$ cat src/rtl/phase_pair_gen.sv
// phase_pair_gen: programmable channel-1/channel-2 phase-pair source.
// Emits wrapped phase samples with a one-cycle data_rdy strobe every PERIOD
// cycles, in the format phasediff consumes. ph1 - ph2 always equals the
// programmed offset, after wrapping.
module phase_pair_gen #(
    parameter int unsigned W      = 19,
    parameter int unsigned PERIOD = 20,
    parameter int unsigned CNT_W  = 16
) (
    input  logic             clk,
    input  logic             reset,
    input  logic             start,
    input  logic [W-1:0]     phase0,
    input  logic [W-1:0]     step,
    input  logic [W-1:0]     offset,
    input  logic [CNT_W-1:0] n_samples,
    output logic             data_rdy,
    output logic [W-1:0]     out_phase1,
    output logic [W-1:0]     out_phase2,
    output logic             busy,
    output logic             done
);

    localparam int unsigned PCNT_W = $clog2(PERIOD + 1);

    // +180 and 360 degrees in Q(W-10).10, held in W+1 bits
    localparam logic signed [W:0] HALF = (W+1)'(32'd184320);
    localparam logic signed [W:0] FULL = (W+1)'(32'd368640);

    localparam logic [1:0] S_IDLE = 2'd0;
    localparam logic [1:0] S_EMIT = 2'd1;
    localparam logic [1:0] S_WAIT = 2'd2;
    localparam logic [1:0] S_FIN  = 2'd3;

    // Sign-extend a phase word by one bit so sums/differences cannot overflow.
    function automatic logic signed [W:0] sx(input logic [W-1:0] a);
        return $signed({a[W-1], a});
    endfunction

    // Fold a W+1-bit value into [-180, +180); operands are pre-wrapped so a
    // single correction always lands in range.
    function automatic logic [W-1:0] wrap(input logic signed [W:0] x);
        logic signed [W:0] y;
        if (x >= HALF) begin
            y = x - FULL;
        end else if (x < -HALF) begin
            y = x + FULL;
        end else begin
            y = x;
        end
        return y[W-1:0];
    endfunction

    logic [1:0]        state_q,  state_d;
    logic [W-1:0]      ph_q,     ph_d;
    logic [W-1:0]      st_q,     st_d;
    logic [W-1:0]      of_q,     of_d;
    logic [CNT_W-1:0]  cnt_q,    cnt_d;
    logic [PCNT_W-1:0] pcnt_q,   pcnt_d;
    logic              rdy_q,    rdy_d;
    logic [W-1:0]      p1_q,     p1_d;
    logic [W-1:0]      p2_q,     p2_d;
    logic              busy_q,   busy_d;
    logic              done_q,   done_d;

    logic [W-1:0]      src_ph;
    logic [W-1:0]      src_st;
    logic [W-1:0]      src_of;
    logic [CNT_W-1:0]  src_cnt;
    logic              do_emit;

    // Sample source: the wrapped inputs when launching from IDLE, else the latched run state.
    always_comb begin
        src_ph  = ph_q;
        src_st  = st_q;
        src_of  = of_q;
        src_cnt = cnt_q;
        if (state_q == S_IDLE) begin
            src_ph  = wrap(sx(phase0));
            src_st  = wrap(sx(step));
            src_of  = wrap(sx(offset));
            src_cnt = n_samples;
        end
    end

    // Next-state and registered-output logic; outputs follow the next state so they align with it.
    always_comb begin
        state_d = state_q;
        ph_d    = ph_q;
        st_d    = st_q;
        of_d    = of_q;
        cnt_d   = cnt_q;
        pcnt_d  = pcnt_q;
        rdy_d   = 1'b0;
        p1_d    = p1_q;
        p2_d    = p2_q;
        do_emit = 1'b0;

        case (state_q)
            S_IDLE: begin
                if (start) begin
                    ph_d  = src_ph;
                    st_d  = src_st;
                    of_d  = src_of;
                    cnt_d = n_samples;
                    if (n_samples != '0) begin
                        do_emit = 1'b1;
                    end else begin
                        state_d = S_FIN;
                    end
                end
            end
            S_EMIT: begin
                if (cnt_q == '0) begin
                    state_d = S_FIN;
                end else begin
                    state_d = S_WAIT;
                    pcnt_d  = PCNT_W'(PERIOD - 1);
                end
            end
            S_WAIT: begin
                if (pcnt_q == PCNT_W'(1)) begin
                    do_emit = 1'b1;
                end else begin
                    pcnt_d = pcnt_q - PCNT_W'(1);
                end
            end
            S_FIN: begin
                state_d = S_IDLE;
            end
            default: begin
                state_d = S_IDLE;
            end
        endcase

        // Emit one sample and advance the channel-1 accumulator.
        if (do_emit) begin
            state_d = S_EMIT;
            rdy_d   = 1'b1;
            p1_d    = src_ph;
            p2_d    = wrap(sx(src_ph) - sx(src_of));
            ph_d    = wrap(sx(src_ph) + sx(src_st));
            cnt_d   = src_cnt - CNT_W'(1);
            pcnt_d  = '0;
        end

        busy_d = (state_d == S_EMIT) || (state_d == S_WAIT);
        done_d = (state_d == S_FIN);
    end

    // State and output registers with synchronous reset.
    always_ff @(posedge clk) begin
        if (reset) begin
            state_q <= S_IDLE;
            ph_q    <= '0;
            st_q    <= '0;
            of_q    <= '0;
            cnt_q   <= '0;
            pcnt_q  <= '0;
            rdy_q   <= 1'b0;
            p1_q    <= '0;
            p2_q    <= '0;
            busy_q  <= 1'b0;
            done_q  <= 1'b0;
        end else begin
            state_q <= state_d;
            ph_q    <= ph_d;
            st_q    <= st_d;
            of_q    <= of_d;
            cnt_q   <= cnt_d;
            pcnt_q  <= pcnt_d;
            rdy_q   <= rdy_d;
            p1_q    <= p1_d;
            p2_q    <= p2_d;
            busy_q  <= busy_d;
            done_q  <= done_d;
        end
    end

    assign data_rdy   = rdy_q;
    assign out_phase1 = p1_q;
    assign out_phase2 = p2_q;
    assign busy       = busy_q;
    assign done       = done_q;

endmodule
$ cat config.mk
export PLATFORM = sky130hd
export DESIGN_NAME = phase_pair_gen
export DESIGN_NICKNAME = d
export VERILOG_FILES = /design/src/rtl/phase_pair_gen.sv
export SDC_FILE = /design/constraint.sdc
export NUM_CORES = 1
export LEC_CHECK = 0
export CAP_MARGIN = 0
export CORE_UTILIZATION = 35
export CTS_CLUSTER_SIZE = 30
export DETAILED_ROUTE_END_ITERATION = 10
export PLACE_DENSITY = 0.58
export SLEW_MARGIN = 30
export SYNTH_ARGS = -nofsm -noshare
export SYNTH_HDL_FRONTEND = slang
export SYNTH_SLANG_ARGS = --single-unit
$ cat constraint.sdc
create_clock -name clk -period 8.66 [get_ports clk]
set_clock_uncertainty 0.05 [all_clocks]
set_input_delay 1.732 -clock clk [delete_from_list [all_inputs] [get_ports clk]]
set_output_delay 1.732 -clock clk [all_outputs]
set_load 0.02 [all_outputs]
======== After elaboration in Yosys (flattened, before gate mapping) ========
Cells that the tools add are included.
storage, ports and cells
  bits in registers ....................... 121
  output and inout port bits .............. 41
  input port bits ......................... 76
cells by class
  order comparisons ....................... 10
  $add $sub $neg .......................... 14
  multiplexer cells ....................... 33
  reductions and logical operators ........ 11
  equality and inequality tests ........... 9
operators with widths
  cell                                                          count
  2-to-1 mux 19 bit                                             16
  adder 19 bit, second input constant                           5
  subtractor 19 bit, second input constant                      5
  2-to-1 mux 16 bit                                             4
  >= comparator 19 bit, second input constant                   3
  less-than comparator 19 bit, second input constant            3
  >= comparator 20 x 19 -> 1 bit, second input constant         2
  less-than comparator 20 x 19 -> 1 bit, second input constant  2
  adder 19 x 19 -> 20 bit                                       1
  subtractor 19 x 19 -> 20 bit                                  1
  logical NOT 16 bit                                            1
  nonzero test 16 bit                                           1
  subtractor 16 x 1 -> 16 bit, second input constant            1
  2-to-1 mux 5 bit                                              2
  one-hot mux 5 bit (2 select lines)                            1
  == test 2 bit, second input constant                          4
  2-to-1 mux 2 bit                                              3
  one-hot mux 2 bit (3 select lines)                            1
  nonzero test 2 bit                                            3
  == test 5 x 1 -> 1 bit, second input constant                 1
  2-to-1 mux 1 bit                                              5
  subtractor 5 x 1 -> 5 bit, second input constant              1
  == test 2 x 1 -> 1 bit, second input constant                 2
  inequality test 2 bit, second input constant                  2
  6 further kinds                                               7

======== Longest topological paths before layout ========
  depth in word-level cells ............... 9
  gate-level depth with buffers ........... 24
  mapped depth without buffers ............ 23

======== Worst setup path after synthesis ========
No wires, ideal clock.
  kind .................................... flip-flop to flip-flop
  start point ............................. register state_q[1]
  end point ............................... register p2_q[16] (netlist: out_phase2[16])
  data arrival time ....................... 5828 ps
  path slack .............................. 2664 ps
  cell stages (with the launch flop) ...... 21
  clock period less this slack ............ 5996 ps
  buffers on the path ..................... 5
  cells stage by stage .................... dfxtp_1 nor2_1 clkbuf_1 clkbuf_1 clkbuf_1 buf_1 clkbuf_1 mux2i_1 ha_1 a21oi_1 nand2_1 a22oi_1 a21oi_1 a311o_1 maj3_2 a31o_4 a31oi_1 o21bai_1 or3_1 a21o_1 a32o_1
on the way
  cells in the longest elaborated chain, start to end .. 6
  elaborated cells on any way between the ends .. 12
ends and longest elaborated chain
  item                                                                          RTL line  RTL
  start: declaration                                                            54        logic [1:0] state_q, state_d;
  start signal: assignment                                                      166       state_q <= state_d;
  logical NOT 2 bit                                                             78, 99
  2-to-1 mux 19 bit                                                             78        if (state_q == S_IDLE) begin
  subtractor 19 x 19 -> 20 bit                                                  141       p2_d = wrap(sx(src_ph) - sx(src_of));
  adder 19 bit / less-than comparator 20 x 19 -> 1 bit (equally long branches)  47, 46
  2-to-1 mux 19 bit                                                             46        end else if (x < -HALF) begin
  2-to-1 mux 19 bit                                                             44        if (x >= HALF) begin
  end signal: assignment                                                        174       p2_q <= p2_d;
  end: declaration                                                              62        logic [W-1:0] p2_q, p2_d;
Parallel ways exist; a longest one is shown, timed or not.
A chain may end at the register's enable or synchronous reset.

======== Final worst setup path ========
  start point ............................. input port phase0[8]
  end point ............................... register ph_q[18]
on the way
  cells in the longest elaborated chain, start to end .. 9
  elaborated cells on any way between the ends .. 17
ends and longest elaborated chain
  item                                                                          RTL line  RTL
  start: declaration                                                            13        input logic [W-1:0] phase0,
  adder 19 bit / less-than comparator 19 bit (equally long branches)            47, 46
  2-to-1 mux 19 bit                                                             46
  2-to-1 mux 19 bit (*)                                                         44
  2-to-1 mux 19 bit (*)                                                         78
  named net src_ph[14]                                                          66        logic [W-1:0] src_ph;
  adder 19 x 19 -> 20 bit (*)                                                   142       ph_d = wrap(sx(src_ph) + sx(src_st));
  adder 19 bit / less-than comparator 20 x 19 -> 1 bit (equally long branches)  47, 46
  2-to-1 mux 19 bit                                                             46
  2-to-1 mux 19 bit (*)                                                         44
  2-to-1 mux 19 bit (*)                                                         137       if (do_emit) begin
  end signal: assignment                                                        167       ph_q <= ph_d;
  end: declaration                                                              55        logic [W-1:0] ph_q, ph_d;
Mark *: on every way through the listed nets, which the timed path passes. The rest lies on a longest branch. The select of a mux whose other input is x is not followed.

==> reports/results.ini <==
[run_status]
status=finished, violations left
violations=DRC

[drt]
ant_nets=0
routed_wl_um=30300
wl_per_cell_um=17.5
first_pass_iters=8
vias_per_cell=5.56
num_vias=9598
drtIter0Drc=650
drc=1

[clocking]
clock_latency_ns=0.43
clockRootBuffer=clkbuf_16
numCtsBuffers=17
cts_resized=0
clkTransAtPathRegs_ns=0.05
cts.sinks=121
cts_tree=yes
cts_max_level=4
cts.path.max_buffers=2
postCtsHoldBufs=0
postCtsSetupBuffers=0

[global_routing]
grt_pass1_wl_um=48400
grt_util_met3_pct=2.29
met2_usage_pct=35.7
grt_overflow=0
use_met1_pct=30.6
busiest_layer=met2
antenna_found_initial=0
grt_max_degree=61
track_usage_pct=22.0
grt_pass1_vias=8875

[power]
power.leakage_nw=4.71
peakVddDrop_mv=0.107
powerDensity_nw_per_um2=293

[synthesis]
ys_seq_area_share_pct=25.7
synth_cells=1301
yosys_most_used_dff=dfxtp_1
synth_edf_count=0
synth_top_area_share_pct=25.7
netlist_area_sq_um=9420
synth_seq_cells=121
syn_nets=1436
yosys.area.top_type=dfxtp_1
async_flop_share_pct=0
ys_top_cells_by_area=dfxtp_1 (26%), nand2_1 (9.8%), ha_1 (7.6%), a21oi_1 (6.3%), nor2_1 (5.6%)
ys_warn_count=0
syn_area_per_cell_sq_um=7.24
yosysUniqueCellTypes=86

[placed_design]
port_buffers=116
place_congestion=0.892
dp_cells=1696
dp_hpwl_um=22200

[sta]
finalSetupViolations=0
slew_headroom_pct=36.1
tns_ns=0
rsz0062_at_grt=false
finalHoldViolations=0
worst_pin_slew_ns=0.953
slew_violations=0
period_minus_slack_ns=6.77
finalCritPeriodShare_pct=78.1
fmax_mhz=148

[floorplanning]
die_x_um=166
io_pins=117
fp.coreArea_sq_um=26200
die_area_sq_um=27600
rows=59
fp.dieH_um=166
initial_core_util_pct=35.9

[cells_and_area]
antenna_cells=0
layoutNonFillerInstCount=1727
n_fill_cell=2662
drive_above_1_share_pct=5.10
multi_input_area_sq_um=6630
finalNetCount=1515
register_area_sq_um=2420
areaGrowthSynthToFinish_pct=21.3

[worst_setup_path]
crit_type=in -> reg
worstPathRequired_ns=8.87
critPathCaptureType=flip-flop
critPathArrivalTime_ns=6.98
worstPathMaxFanout=8
crit_path_start_kind=input port
r2r-start=state_q[0]
cp-startpoint=phase0[8]
r2r_cells=17

[worst_hold_path]
hp-class=reg -> reg
min-delay-start=st_q[15]
worstHoldPathCells=2

[flow_run]
cap_violations=0

[cell families after synthesis]
logic type	share of synthesized area (%)
adder cells (fa/ha/maj)	8.12
AND/OR/NAND/NOR	27.5
AO/OA/AOI/OAI	24.3
flip-flops	25.7
multiplexers	3.80
XOR/XNOR	6.39
buffers and inverters	4.09
[per-layer routing]
layer	up-vias	wire, um
li1	4788	-
met4	0	540
met5	-	0
met2	239	13900
met3	42	1200
met1	4529	14700
[layout make-up]
class                      count  area share (%)
sequential                   121            21.2
clock buffer                  21            4.12
multi-input combinational   1080            58.0
clock inverter                10            1.04
tap                          335            3.67
timing repair buffer         127            10.9
inverter                      33            1.08
[state kept, by name, summed over array words and instances (netlist names)]
signal	cells
of_q	19
out_phase2	19
st_q	19
cnt_q	16
pcnt_q	5
state_q	2
ph_q	19
done	1
out_phase1	19
data_rdy	1
busy	1
[cell usage after synthesis, drive strengths merged, types with 4 or more instances]
cell type and instances:
nor2 140, nand2 248, mux2i 33, a211o 9, xor2 30, nand2b 17
nand4 5, and3 8, o21a 17, inv 33, nor3 57, o2111ai 6
clkbuf 59, a211oi 14, a21oi 120, nor4b 4, a222oi 5, nand3 20
o21bai 6, or3 16, a22oi 13, a21o 19, a311oi 13, nor4 18
o21ai 56, o22ai 10, xnor2 34, dfxtp 121, nor2b 16, nand3b 5
ha 57, or2 6, buf 8, o211ai 10, o211a 4, a31oi 8
o31ai 6, and2 5
[metrics by stage]
stage	utilization (%)	hold WS (ns)	setup WS, ns	area [sq um]	power [mW]
finish	43.6	0.402	1.89	11400	3.35
CTS	43.6	0.404	1.79	11400	3.35
global route	43.6	0.416	1.54	11400	3.59
global placement	41.3	0.391	1.47	10800	2.59
detailed placement	41.3	0.396	1.39	10800	2.60
floorplan	-	0.386	2.66	9420	2.12
[report_power, final]
part | switching [mW] | internal, mW | leakage [nW]
combinational | 1.14 | 0.768 | 3.43
clock | 0.284 | 0.446 | 0.282
sequential | 0.0574 | 0.652 | 0.995
[cells in the final DEF, fill, tap and decap left out, types with 8 or more instances in the layout]
cell,count
a211o_1,9
a211oi_1,13
a21o_1,19
a21oi_1,119
a22oi_1,13
a311oi_1,12
a31oi_1,8
and3_1,8
buf_4,12
clkbuf_16,17
clkdlybuf4s50_1,115
dfxtp_1,121
ha_1,57
inv_1,32
mux2i_1,31
nand2_1,246
nand2b_1,17
nand3_1,20
nor2_1,138
nor2b_1,16
nor3_1,57
nor4_1,17
o211ai_1,9
o21a_1,17
o21ai_0,51
o22ai_1,10
or3_1,16
xnor2_1,32
xor2_1,28
[critical path: stages]
cell,delay [ns]
clkdlybuf4s50_1,0.44
nor4_1,0.81
nand4b_1,0.23
o2bb2ai_1,0.28
mux2i_1,0.48
nand2_2,0.18
ha_1,0.41
and3_1,0.19
a311o_1,0.41
a31o_1,0.35
and3_1,0.19
a311oi_1,0.47
nand2_1,0.25
o21a_1,0.24
nor4_1,0.24
a311oi_1,0.08
[final timing paths]
kind,slack [ns],endpoint
max,1.89,ph_q[18]
max reg2reg,3.05,out_phase2[16]
min,0.40,st_q[15]
min reg2reg,0.40,st_q[15]
No activity file was read; power rests on OpenSTA's default activity.
